===== config.mk =====
export PLATFORM = sky130hd
export DESIGN_NAME = ro_run_timer
export DESIGN_NICKNAME = d
export VERILOG_FILES = /design/src/rtl/ro_run_timer_pkg.sv /design/src/rtl/ro_run_timer_pin_sync.sv /design/src/rtl/ro_run_timer.sv
export SDC_FILE = /design/constraint.sdc
export NUM_CORES = 1
export LEC_CHECK = 0
export BUFFER_PORTS_ARGS = -buffer_cell sky130_fd_sc_hd__buf_2
export CAP_MARGIN = 20
export CELL_PAD_IN_SITES_DETAIL_PLACEMENT = 1
export CELL_PAD_IN_SITES_GLOBAL_PLACEMENT = 1
export CORE_UTILIZATION = 46
export CTS_CLUSTER_DIAMETER = 120
export DETAILED_ROUTE_END_ITERATION = 10
export PLACE_DENSITY_LB_ADDON = 0.1
export SETUP_SLACK_MARGIN = 0.1
export SYNTH_ARGS = -nofsm -noshare
export SYNTH_HDL_FRONTEND = slang
export SYNTH_HIERARCHICAL = 1
export SYNTH_SLANG_ARGS = --single-unit

===== constraint.sdc =====
create_clock -name clk -period 2.85 [get_ports clk]
set_clock_uncertainty 0.2 [all_clocks]
set_input_delay 0.1425 -clock clk [delete_from_list [all_inputs] [get_ports clk]]
set_output_delay 0.1425 -clock clk [all_outputs]
set_load 0.03 [all_outputs]

===== src/rtl/ro_run_timer_pkg.sv =====
// Shared types and defaults for the ring-oscillator run timer.
package ro_timer_pkg;

  typedef enum logic [1:0] {
    IDLE   = 2'd0,
    COUNT  = 2'd1,
    SETTLE = 2'd2,
    HOLD   = 2'd3
  } timerState_e;

  localparam int RO_TIMER_CNT_W       = 24;
  localparam int RO_TIMER_SYNC_STAGES = 2;

  function automatic int bytes_of(input int w);
    return w / 8;
  endfunction

endpackage


===== src/rtl/ro_run_timer_pin_sync.sv =====
// Multi-flop synchronizer for one asynchronous pin, plus a delay flop for edge detection.
module ro_pin_sync #(
  parameter int SYNC_STAGES = 2
) (
  input  logic clk,
  input  logic rst,
  input  logic i_pin,
  output logic level,
  output logic rise,
  output logic fall
);

  logic [SYNC_STAGES-1:0] r_sync;
  logic                   r_delay;
  logic [SYNC_STAGES:0]   r_fill;
  logic                   w_primed;

  always_ff @(posedge clk) begin
    if (rst) begin
      r_sync  <= '0;
      r_delay <= 1'b0;
      r_fill  <= '0;
    end else begin
      r_sync  <= {r_sync[SYNC_STAGES-2:0], i_pin};
      r_delay <= r_sync[SYNC_STAGES-1];
      r_fill  <= {r_fill[SYNC_STAGES-1:0], 1'b1};
    end
  end

  // Edges are suppressed until the chain has refilled after reset, so a pin
  // held high through reset does not look like a fresh rising edge.
  assign w_primed = r_fill[SYNC_STAGES];
  assign level    = r_sync[SYNC_STAGES-1];
  assign rise     = w_primed &  r_sync[SYNC_STAGES-1] & ~r_delay;
  assign fall     = w_primed & ~r_sync[SYNC_STAGES-1] &  r_delay;

endmodule


===== src/rtl/ro_run_timer.sv =====
// Counts reference-clock cycles while the worker runs and serves the total bytewise.
module ro_run_timer
  import ro_timer_pkg::*;
#(
  parameter  int CNT_W       = RO_TIMER_CNT_W,
  parameter  int SYNC_STAGES = RO_TIMER_SYNC_STAGES,
  localparam int NBYTES      = bytes_of(CNT_W),
  localparam int BIDX_W      = (NBYTES > 1) ? $clog2(NBYTES) : 1
) (
  input  logic              clk,
  input  logic              rst,
  input  logic              run_in,
  input  logic              done_in,
  input  logic              rd_in,
  output logic [7:0]        dout,
  output logic [BIDX_W-1:0] byte_idx,
  output logic              busy,
  output logic              valid,
  output logic              aborted,
  output logic              ovf
);

  localparam logic [CNT_W-1:0]  CNT_MAX  = '1;
  localparam logic [BIDX_W-1:0] IDX_LAST = BIDX_W'(NBYTES - 1);

  timerState_e       r_state;
  timerState_e       w_stateNext;
  logic [CNT_W-1:0]  r_cnt;
  logic [CNT_W-1:0]  r_result;
  logic [BIDX_W-1:0] r_byteIdx;
  logic              r_valid;
  logic              r_aborted;
  logic              r_ovf;
  logic              w_runLevel, w_runRise, w_runFall;
  logic              w_doneLevel, w_doneRise, w_doneFall;
  logic              w_rdLevel, w_rdRise, w_rdFall;
  logic              w_unusedEdges;
  logic [7:0]        w_dout;

  ro_pin_sync #(.SYNC_STAGES(SYNC_STAGES)) u_runSync (
    .clk(clk), .rst(rst), .i_pin(run_in),
    .level(w_runLevel), .rise(w_runRise), .fall(w_runFall)
  );

  ro_pin_sync #(.SYNC_STAGES(SYNC_STAGES)) u_doneSync (
    .clk(clk), .rst(rst), .i_pin(done_in),
    .level(w_doneLevel), .rise(w_doneRise), .fall(w_doneFall)
  );

  ro_pin_sync #(.SYNC_STAGES(SYNC_STAGES)) u_rdSync (
    .clk(clk), .rst(rst), .i_pin(rd_in),
    .level(w_rdLevel), .rise(w_rdRise), .fall(w_rdFall)
  );

  assign w_unusedEdges = &{1'b0, w_doneRise, w_doneFall, w_rdLevel, w_rdFall};

  always_ff @(posedge clk) begin
    if (rst) r_state <= IDLE;
    else     r_state <= w_stateNext;
  end

  always_comb begin
    w_stateNext = r_state;
    case (r_state)
      IDLE:    if (w_runRise) w_stateNext = COUNT;
      COUNT:   if (w_runFall) w_stateNext = SETTLE;
      SETTLE:  w_stateNext = HOLD;
      HOLD:    if (w_runRise) w_stateNext = COUNT;
      default: w_stateNext = IDLE;
    endcase
  end

  // A new run always wins over readout, even when rd rises in the same cycle.
  always_ff @(posedge clk) begin
    if (rst) begin
      r_cnt     <= '0;
      r_result  <= '0;
      r_byteIdx <= '0;
      r_valid   <= 1'b0;
      r_aborted <= 1'b0;
      r_ovf     <= 1'b0;
    end else begin
      case (r_state)
        IDLE, HOLD: begin
          if (w_runRise) begin
            r_cnt     <= CNT_W'(1);
            r_ovf     <= 1'b0;
            r_valid   <= 1'b0;
            r_aborted <= 1'b0;
            r_byteIdx <= '0;
          end else if ((r_state == HOLD) && w_rdRise) begin
            r_byteIdx <= (r_byteIdx == IDX_LAST) ? '0 : r_byteIdx + BIDX_W'(1);
          end
        end
        COUNT: begin
          if (w_runLevel) begin
            if (r_cnt != CNT_MAX) begin
              r_cnt <= r_cnt + CNT_W'(1);
              if (r_cnt == CNT_MAX - CNT_W'(1)) r_ovf <= 1'b1;
            end
          end else if (w_runFall) begin
            r_result <= r_cnt;
          end
        end
        SETTLE: begin
          r_aborted <= ~w_doneLevel;
          r_valid   <= 1'b1;
          r_byteIdx <= '0;
        end
        default: ;
      endcase
    end
  end

  always_comb begin
    w_dout = 8'h00;
    for (int i = 0; i < NBYTES; i++) begin
      if (r_byteIdx == BIDX_W'(i)) w_dout = r_result[8*i +: 8];
    end
  end

  assign dout     = r_valid ? w_dout : 8'h00;
  assign byte_idx = r_byteIdx;
  assign busy     = (r_state == COUNT) | (r_state == SETTLE);
  assign valid    = r_valid;
  assign aborted  = r_aborted;
  assign ovf      = r_ovf;

endmodule

==> results.json <==
{
  "p_total_mw": 2.70,
  "rsz0062_at_grt": "no",
  "antennaDiodeCount": 0,
  "finalSetupViolCount": 0,
  "cts_buffers": 9,
  "clockPowerShare_pct": 36.5,
  "crit_arrival_ns": 2.62,
  "area_delta_synth_final_pct": 16.9,
  "grt_pass1_wl_mm": 14.3,
  "nets": 427,
  "postRouteAntennaNets": 0,
  "fp-row-count": 29,
  "firstDrtPassIters": 9,
  "grt_max_degree": 31,
  "pre_cts_ws_ns": 0.193,
  "synth_nets": 397,
  "max-slew-margin-rel_pct": 50.3,
  "status": "finished, violations left",
  "hold_violations": 0,
  "yosysWarnings": 6,
  "grt_pass1_vias": 2864,
  "io_pins": 19,
  "period_minus_slack_ns": 2.55,
  "power_switching_uw": 859,
  "power.leakage_nw": 1.32,
  "grt-ovfl-total": 0,
  "cts_max_path_buffers": 2,
  "htree_levels": 3,
  "pwr-share-seq_pct": 40.8,
  "drive_above_1_share_pct": 13.8,
  "power.density_nw_per_um2": 733,
  "dp_cells": 474,
  "postSynthAreaPerCell_um2": 8.18,
  "port_buffers": 18,
  "fp.dieW_um": 84.8,
  "combPwrFrac_pct": 22.7,
  "fin_ws_ns": 0.301,
  "worstMarginPinSlew_ns": 0.745,
  "place_area_um2": 3350,
  "clock_latency_ns": 0.34,
  "routed_wl_mm": 8.35,
  "dieArea_um2": 7200,
  "critPathMaxFanout": 7,
  "post-dp-hpwl_mm": 5.67,
  "drv_slew": 0,
  "vias": 2837,
  "cts_tree": "yes",
  "core_um2": 6490,
  "root_buffer": "clkbuf_8",
  "drc_errors": 3,
  "violations": "design-rule violations",
  "cts.sinks": 69,
  "first_iter_violations": 120,
  "hold_path.class": "reg -> reg",
  "switching_share_pct": 31.8,
  "fin_crit_sh_pct": 89.4,
  "cp.required_ns": 2.92,
  "syn_area_um2": 3160,
  "fin_setup_tns_ns": 0,
  "p_int_mw": 1.84,
  "peakVddDrop_v": 0.000415,
  "drv_cap": 0,
  "start_util_pct": 48.6,
  "design_area_um2": 3690,
  "antenna_found_initial": 0,
  "endpoint_kind": "register",
  "layout.cells.non_filler": 498,
  "crit_path_start_kind": "register",
  "die_height_um": 84.8,
  "fmax_ghz": 0.392,
  "reg2reg_setup_slack_ns": 0.30,
  "routabilityCongestion": 0.795,
  "viasPerCell": 5.70,
  "crit_type": "reg -> reg",
  "wire_per_inst_um": 16.8,
  "grt.total_usage_pct": 25.4,
  "clkTransAtPathRegs_ns": 0.07,
  "synth_cells": 386
}
-- power groups by stage --
stage	clock, mW	sequential (mW)	combinational [mW]
final	0.986	1.10	0.615
after global routing	1.04	1.12	0.668
after CTS	0.998	1.10	0.588
after detailed placement	0	1.12	0.579
after global placement	0	1.12	0.561
after floorplan	0	1.10	0.430
-- per-stage QoR --
step | util [%] | hold slack (ns)
after global placement | 51.5 | 0.150
after global routing | 56.8 | 0.262
after CTS | 56.3 | 0.247
after floorplan | - | -0.000977
after detailed placement | 51.5 | 0.158
final | 56.8 | 0.243
-- cell type report --
class,count,area [µm²]
tap,77,96.3
clock inverter,5,108
inverter,10,37.5
fill,801,2810
clock buffer,11,141
timing repair buffer,37,248
multi-input combinational,289,1680
sequential,69,1380
-- worst max-delay path, cell delays in order, from the launching register on --
cell and delay, ns:
dfxtp_1 0.42, inv_1 0.07, ha_1 0.39, nor2b_2 0.22
a211oi_4 0.15, buf_4 0.19, nand4_1 0.20, or4_1 0.46
a21oi_1 0.17
-- flip-flops by register name, summed over array words and instances (netlist names) --
| name | flops |
|---|---|
| valid | 1 |
| r_state | 2 |
| r_result | 24 |
| u_doneSync/r_sync | 2 |
| u_runSync/r_fill | 3 |
| aborted | 1 |
| r_cnt | 24 |
| u_runSync/r_delay | 1 |
| u_runSync/r_sync | 2 |
| ovf | 1 |
| u_rdSync/r_fill | 3 |
| u_rdSync/r_delay | 1 |
| byte_idx | 2 |
| u_rdSync/r_sync | 2 |
-- layout by cell type, fill, tap and decap left out, types with 2 or more instances in the layout --
| master | instances |
|---|---|
| or3_1 | 5 |
| nor4_1 | 3 |
| mux2i_1 | 12 |
| a21o_1 | 2 |
| dlygate4sd3_1 | 6 |
| a41o_1 | 2 |
| and2_1 | 10 |
| nor2b_1 | 13 |
| dfxtp_1 | 69 |
| clkbuf_8 | 10 |
| a21oi_1 | 43 |
| o22ai_1 | 8 |
| o31ai_1 | 9 |
| nand2_1 | 80 |
| buf_2 | 18 |
| nand2b_1 | 3 |
| a31oi_1 | 3 |
| ha_1 | 6 |
| inv_1 | 8 |
| o21ai_0 | 7 |
| bufinv_16 | 3 |
| and3_1 | 5 |
| nor3_1 | 3 |
| or4_1 | 10 |
| nor2_1 | 23 |
| nand3_1 | 8 |
| a211oi_1 | 2 |
| clkinv_4 | 2 |
| o21a_1 | 2 |
| inv_2 | 2 |
| nand4_1 | 10 |
| and3b_1 | 3 |
| buf_4 | 13 |
-- worst paths after layout --
kind / from / end / depth (start not counted)
setup reg to reg: r_state[0] / r_cnt[18] / 8
hold reg to reg: u_doneSync/r_sync[0] / u_doneSync/r_sync[1] / 1
setup / recovery: r_state[0] / r_cnt[18] / 8
hold / removal: u_doneSync/r_sync[0] / u_doneSync/r_sync[1] / 1
-- metal layers --
metal	up-vias	share of wire [%]	global-route usage, %
met5	-	0	0
met4	0	1.4	8.63
met3	8	3.6	3.50
met2	47	47	41.1
met1	1362	48	34.9
li1	1420	-	-
-- what timing repair did --
action / in CTS / in global routing
hold endpoints to repair: 12 / 0
hold buffers: 6 / 0
endpoints found under the setup margin: 0 / 11
buffers inserted: 0 / 2
gates resized for setup: 0 / 3
(Power assumes the default switching activity.)
